--- src/rtl/stage_if_if.sv ---
// Fetch-stage bus bundle: redirect input, IF/ID handshake and byte-wide memory port.
// The master modport is the fetch stage; the slave modport is its environment.
interface stage_if_if;
  logic        branch_enable_i;
  logic [31:0] branch_addr_i;
  logic        id_ready_i;
  logic        if_valid_o;
  logic [31:0] pc_o;
  logic [31:0] inst_o;
  logic        mem_req_o;
  logic [31:0] mem_addr_o;
  logic        mem_valid_i;
  logic [7:0]  mem_data_i;

  modport master (
    input  branch_enable_i, branch_addr_i, id_ready_i, mem_valid_i, mem_data_i,
    output if_valid_o, pc_o, inst_o, mem_req_o, mem_addr_o
  );

  modport slave (
    output branch_enable_i, branch_addr_i, id_ready_i, mem_valid_i, mem_data_i,
    input  if_valid_o, pc_o, inst_o, mem_req_o, mem_addr_o
  );
endinterface

--- src/rtl/stage_if.sv ---
// RV32I instruction-fetch stage: assembles each instruction from four little-endian
// byte reads and holds {pc, inst} for the IF/ID register until accepted or redirected.
module stage_if #(
  parameter logic [31:0] RESET_PC = 32'h0000_0000
) (
  input  logic         clk,
  input  logic         rst_n,
  input  logic         rdy,
  stage_if_if.master   bus
);

  typedef enum logic {
    S_FETCH = 1'b0,
    S_HOLD  = 1'b1
  } state_e;

  state_e      state_q,    state_d;
  logic [31:0] fetch_pc_q, fetch_pc_d;
  logic [1:0]  byte_cnt_q, byte_cnt_d;
  logic [23:0] buf_q,      buf_d;
  logic        if_valid_q, if_valid_d;
  logic [31:0] pc_q,       pc_d;
  logic [31:0] inst_q,     inst_d;

  // NOTE: every always_comb output gets a default first, so no path leaves a
  // variable unassigned and no latch is inferred.
  always_comb begin
    state_d    = state_q;
    fetch_pc_d = fetch_pc_q;
    byte_cnt_d = byte_cnt_q;
    buf_d      = buf_q;
    if_valid_d = if_valid_q;
    pc_d       = pc_q;
    inst_d     = inst_q;

    if (rdy) begin
      if (bus.branch_enable_i) begin
        // Redirect wins over a returning byte and over an accept in the same cycle.
        state_d    = S_FETCH;
        fetch_pc_d = bus.branch_addr_i;
        byte_cnt_d = 2'd0;
        if_valid_d = 1'b0;
      end else begin
        unique case (state_q)
          S_FETCH: begin
            if (bus.mem_valid_i) begin
              if (byte_cnt_q == 2'd3) begin
                state_d    = S_HOLD;
                inst_d     = {bus.mem_data_i, buf_q};
                pc_d       = fetch_pc_q;
                if_valid_d = 1'b1;
                byte_cnt_d = 2'd0;
              end else begin
                unique case (byte_cnt_q)
                  2'd0:    buf_d[7:0]   = bus.mem_data_i;
                  2'd1:    buf_d[15:8]  = bus.mem_data_i;
                  default: buf_d[23:16] = bus.mem_data_i;
                endcase
                byte_cnt_d = byte_cnt_q + 2'd1;
              end
            end
          end
          S_HOLD: begin
            if (bus.id_ready_i) begin
              state_d    = S_FETCH;
              fetch_pc_d = fetch_pc_q + 32'd4;
              if_valid_d = 1'b0;
            end
          end
          default: state_d = S_FETCH;
        endcase
      end
    end
  end

  // NOTE: sequential state uses non-blocking assignments only, so every flop
  // samples its _d value from before the edge.
  always_ff @(posedge clk or negedge rst_n) begin
    if (!rst_n) begin
      state_q    <= S_FETCH;
      fetch_pc_q <= RESET_PC;
      byte_cnt_q <= 2'd0;
      buf_q      <= '0;
      if_valid_q <= 1'b0;
      pc_q       <= '0;
      inst_q     <= '0;
    end else begin
      state_q    <= state_d;
      fetch_pc_q <= fetch_pc_d;
      byte_cnt_q <= byte_cnt_d;
      buf_q      <= buf_d;
      if_valid_q <= if_valid_d;
      pc_q       <= pc_d;
      inst_q     <= inst_d;
    end
  end

  // NOTE: the request is gated by rst_n so the bus is quiet while reset is held,
  // yet the first request still appears in the first cycle after release.
  assign bus.mem_req_o  = rst_n & rdy & (state_q == S_FETCH);
  assign bus.mem_addr_o = rst_n ? (fetch_pc_q + {30'd0, byte_cnt_q}) : 32'd0;
  assign bus.if_valid_o = if_valid_q;
  assign bus.pc_o       = pc_q;
  assign bus.inst_o     = inst_q;

endmodule

--- src/flat_wrapper.sv ---
// flat-port wrapper written by rule: the top's interface ports become plain ports
module stage_if_flat 
#(
  parameter logic [31:0] RESET_PC = 32'h0000_0000
)
  (clk, rst_n, rdy, bus_branch_enable_i, bus_branch_addr_i, bus_id_ready_i, bus_mem_valid_i, bus_mem_data_i, bus_if_valid_o, bus_pc_o, bus_inst_o, bus_mem_req_o, bus_mem_addr_o);
  stage_if_if bus_i ();
  input  logic clk;
  input  logic rst_n;
  input  logic rdy;
  input wire logic [$bits(bus_i.branch_enable_i)-1:0] bus_branch_enable_i;
  input wire logic [$bits(bus_i.branch_addr_i)-1:0] bus_branch_addr_i;
  input wire logic [$bits(bus_i.id_ready_i)-1:0] bus_id_ready_i;
  input wire logic [$bits(bus_i.mem_valid_i)-1:0] bus_mem_valid_i;
  input wire logic [$bits(bus_i.mem_data_i)-1:0] bus_mem_data_i;
  output wire logic [$bits(bus_i.if_valid_o)-1:0] bus_if_valid_o;
  output wire logic [$bits(bus_i.pc_o)-1:0] bus_pc_o;
  output wire logic [$bits(bus_i.inst_o)-1:0] bus_inst_o;
  output wire logic [$bits(bus_i.mem_req_o)-1:0] bus_mem_req_o;
  output wire logic [$bits(bus_i.mem_addr_o)-1:0] bus_mem_addr_o;
  assign bus_i.branch_enable_i = bus_branch_enable_i;
  assign bus_i.branch_addr_i = bus_branch_addr_i;
  assign bus_i.id_ready_i = bus_id_ready_i;
  assign bus_i.mem_valid_i = bus_mem_valid_i;
  assign bus_i.mem_data_i = bus_mem_data_i;
  assign bus_if_valid_o = bus_i.if_valid_o;
  assign bus_pc_o = bus_i.pc_o;
  assign bus_inst_o = bus_i.inst_o;
  assign bus_mem_req_o = bus_i.mem_req_o;
  assign bus_mem_addr_o = bus_i.mem_addr_o;
  stage_if #(.RESET_PC(RESET_PC)) u_core (.clk(clk), .rst_n(rst_n), .rdy(rdy), .bus(bus_i));
endmodule
--- config.mk ---
export PLATFORM = sky130hd
export DESIGN_NAME = stage_if_flat
export DESIGN_NICKNAME = d
export VERILOG_FILES = /design/src/rtl/stage_if_if.sv /design/src/rtl/stage_if.sv /design/src/flat_wrapper.sv
export SDC_FILE = /design/constraint.sdc
export NUM_CORES = 1
export LEC_CHECK = 0
export ABC_AREA = 0
export CAP_MARGIN = 10
export CORE_AREA = 3 3 118 120
export DETAILED_ROUTE_END_ITERATION = 7
export DIE_AREA = 0 0 121 123
export PLACE_DENSITY = 0.78
export SKIP_LAST_GASP = 1
export SYNTH_ARGS = -nofsm -noshare
export SYNTH_HDL_FRONTEND = slang
export SYNTH_SLANG_ARGS = --single-unit
--- constraint.sdc ---
create_clock -name clk -period 5.9 [get_ports clk]
set_clock_uncertainty 0.05 [all_clocks]
set_input_delay 1.475 -clock clk [delete_from_list [all_inputs] [get_ports clk]]
set_output_delay 1.475 -clock clk [all_outputs]
set_load 0.05 [all_outputs]
==> run_results.csv <==
group,metric,value,unit
logic_synthesis,synth_area_leaders,"dfrtp_1 (49%), mux2_2 (16%), xnor2_1 (3.5%)",
pwr,swShare,0.3327,
logic_synthesis,async_flop_share,1.000,
finish,fin_cells,895,
timing,finalCritPeriodShare,0.8377,
clock_tree,cts.repair.resized,0,
pwr,vdd_drop_max,0.2356,mV
logic_synthesis,syn_area,6286,sq um
min_path,hold_path.class,"reg2reg",
finish,seq_area,3103,sq um
pwr,clock_power_share,0.328,
clock_tree,ctsHoldBuffers,0,
setup_path,path_common_cell,"nand3_1",
clock_tree,cts_root_buf,"clkbuf_16",
finish,num_antenna_cells,0,
logic_synthesis,avgSynthCellArea,10.80,sq um
setup_path,path_cells,"ha_1 > nand3_1 > nor4_4 > buf_4 > nand3_1 > xnor2_1 > and2_1 > clkdlybuf4s50_1",
pwr,switching_power,0.0009277,W
logic_synthesis,ys_seq_elements,124,
setup_path,critPathMaxStageDelay,810,ps
die,rows,42,
run_status,status,"completed",
setup_path,startpoint_type,"flop",
job,cap_violations,0,
timing,tightest_slew,1123,ps
route,dr.pass1.iters,5,
setup_path,required,4380,ps
logic_synthesis,yosysWarnings,0,
setup_path,critical_path_buf_inv_count,2,
grt,overflow,0,
place,portBuffers,143,
timing,fin_crit,4943,ps
grt,grt_first_pass_wirelength,25080,microns
pwr,pwr-share-comb,0.266,
place,dp_hpwl,11090,microns
timing,fmax,202.3,MHz
pwr,leakagePower,3.569,nW
pwr,p_total,0.002789,W
clock_tree,numCtsBuffers,17,
logic_synthesis,synth_compound_area_frac,0.09295,
setup_path,path_delay_family,"buffers and inverters",
logic_synthesis,synth_top_family_by_area,"multiplexers",
logic_synthesis,synth-simple-area-share,0.1620,
setup_path,crit_end,"bus_mem_addr_o[28]",
route,vias,5022,
logic_synthesis,synth.area.mux_share,0.1624,
logic_synthesis,yosysMostFrequentCell,"dfrtp_1",
grt,grt_use_total,0.2175,
logic_synthesis,yosys-top-cells-count,"dfrtp_1 (124), mux2_2 (88), nand2_1 (40), o21ai_0 (36), and2_1 (32)",
setup_path,worst-r2r-setup-slack,3330,ps
die,die_area,14880,sq um
clock_tree,cts_buffer_depth,2,
logic_synthesis,ys_seq_area_frac,0.4936,
die,coreArea,13090,sq um
setup_path,path_depth,8,
setup_path,worstSetupPathType,"reg2out",
setup_path,cp_data_arrival_time,3420,ps
route,drt-total-wl,15910,microns
grt,grt_max_degree,76,
timing,tns,0,ps
pwr,internal_power,0.001861,W
die,start_util,0.4804,
finish,final_area,8318,sq um
pwr,p_per_area,335.3,nW/um^2
clock_tree,cts-htree-levels,4,
logic_synthesis,synth_edf_count,0,
place,place_area,7799,sq um
setup_path,regToRegEndpoint,"u_core.bus.inst_o[31]",
clock_tree,clk_latency,410,ps
clock_tree,clock-sinks,124,
clock_tree,cts_tree,"yes",
setup_path,reg2regPathDepth,4,
clock_tree,clk_pin_slew,50,ps
setup_path,slowest_stage,"clkdlybuf4s50_1",
clock_tree,cts.repair_timing.setup_buffer_count,0,
route,vias_per_cell,5.611,
route,ant_nets,0,
route,wire_per_inst,17.78,microns
timing,rsz0062_at_grt,"false",
setup_path,setup.worst_path.start,"u_core.fetch_pc_q[2]",
logic_synthesis,synthAdderAreaFrac,0.01513,
grt,antenna_found_initial,0,
logic_synthesis,synth_top_cell_by_area,"dfrtp_1",
timing,maxSlewHeadroom,0.2486,
finish,area_growth_syn_to_layout,32.32,%
logic_synthesis,yosys.area_share.xor_xnor,0.03762,
finish,nNetsFinal,761,
timing,finalSetupViolCount,0,
logic_synthesis,synth_ff_type,"dfrtp_1",
place,place_inst,865,
finish,n_fill_cell,1022,
die,die_x,121,microns
pwr,p_seq_frac,0.407,
setup_path,r2r_start,"u_core.byte_cnt_q[0]",
logic_synthesis,yosysUniqueCellTypes,52,
logic_synthesis,syn-num-nets,635,
timing,slew_viol_final,0,
setup_path,worstSetupEndpointType,"output port",
finish,multiInputGateArea,2958,sq um
grt,grt_pass1_vias,4943,
setup_path,worst-path-max-fanout,18,
die,num_io_pins,144,
die,die_y,123,microns
place,place_congestion,0.8435,
timing,timing.final.hold_violations,0,
finish,drive_above_1_share,0.1836,
route,drtIter0Drc,363,
logic_synthesis,yosysTopAreaCellShare,0.4936,
route,drc,0,
logic_synthesis,syn_inst,582,
[flip-flops by register name (all words and copies together) (netlist names)]
signal and count:
u_core.state_q 1, u_core.fetch_pc_q 32, u_core.byte_cnt_q 2, u_core.bus.inst_o 32, u_core.bus.pc_o 32, u_core.bus.if_valid_o 1, u_core.buf_q 24
[power by group through the flow]
stage / combinational [W] / clock (W) / sequential, W
after global placement: 0.000731 / 0 / 0.00113
after CTS: 0.000748 / 0.000928 / 0.00113
after detailed placement: 0.000745 / 0 / 0.00114
final: 0.000741 / 0.000913 / 0.00113
after global routing: 0.000788 / 0.000969 / 0.00115
after floorplan: 0.000383 / 0 / 0.00124
[how the worst min path moves through the flow]
stage | endpoint | start | slack, ps | cells past startpoint
global route | u_core.buf_q[17] | u_core.buf_q[17] | 470 | 1
floorplan | u_core.bus.inst_o[0] | u_core.buf_q[0] | 420 | 1
CTS | u_core.bus.pc_o[17] | u_core.bus.pc_o[17] | 440 | 2
finish | u_core.bus.pc_o[17] | u_core.bus.pc_o[17] | 440 | 2
global placement | u_core.bus.if_valid_o | u_core.bus.if_valid_o | 420 | 2
detailed placement | u_core.bus.pc_o[17] | u_core.bus.pc_o[17] | 430 | 2
[worst min-delay path: cells and delay by family, from the launching register on]
kind	cells	cell delay, ps
flops	1	350
compound gates	1	60
simple gates	1	50
[logic make-up (layout without fill, tap and decap cells)]
kind of cell,count (synthesis),in the layout
AOI/OAI and AO/OA,97,97
xor gates and xnor gates,27,27
and+or+nand+nor,184,184
buffers and inverters,52,189
adders and majority gates,7,7
DFF,124,124
muxes,91,91
[cells in the final DEF (no fill, tap or decap), types with 4 or more instances in the layout]
cell type        synthesis  routed
clkdlybuf4s50_1          0     141
dfrtp_1                124     124
mux2_2                  88      88
nand2_1                 40      39
o21ai_0                 36      36
and2_1                  32      32
nand3_1                 28      28
a21oi_1                 26      26
xnor2_1                 25      25
nand4_1                 22      22
nor2_1                  18      18
clkbuf_16                0      17
nor3_1                   9       9
inv_1                    8       8
buf_4                    4       8
and3_1                   6       6
nor2b_1                  6       6
a2bb2oi_1                6       6
ha_1                     6       6
clkinv_2                 0       6
nor4_1                   4       4
a21o_1                   4       4
a31oi_1                  4       4
[area by class of cell]
| cell class | count | area share |
|---|---|---|
| Inverter | 8 | 0.003610 |
| Timing Repair Buffer | 151 | 0.1789 |
| Clock inverter | 8 | 0.005415 |
| Tap cell | 176 | 0.02647 |
| Multi-Input combinational cell | 406 | 0.3556 |
| Clock buffer | 22 | 0.05701 |
| Sequential cell | 124 | 0.3730 |
[stage by stage]
stage          setup WS [ps]  hold slack [ps]  utilization
5_1_grt                814.9            465.6       0.6357
2_1_floorplan           1630            424.9            -
3_3_place_gp            1144            417.6       0.5960
3_5_place_dp            1097            427.6       0.5960
4_1_cts                977.3            439.4       0.6357
6_report               957.4            436.6       0.6357
[metal layers]
| metal | share of wire | GRT usage | vias up |
|---|---|---|---|
| met5 | 0 | 0 | - |
| met4 | 0.017 | 0.07720 | 0 |
| met3 | 0.088 | 0.07685 | 24 |
| met2 | 0.49 | 0.3602 | 198 |
| met1 | 0.41 | 0.2644 | 2474 |
| li1 | - | - | 2326 |
Note: power is estimated with default switching activity, not from simulation.
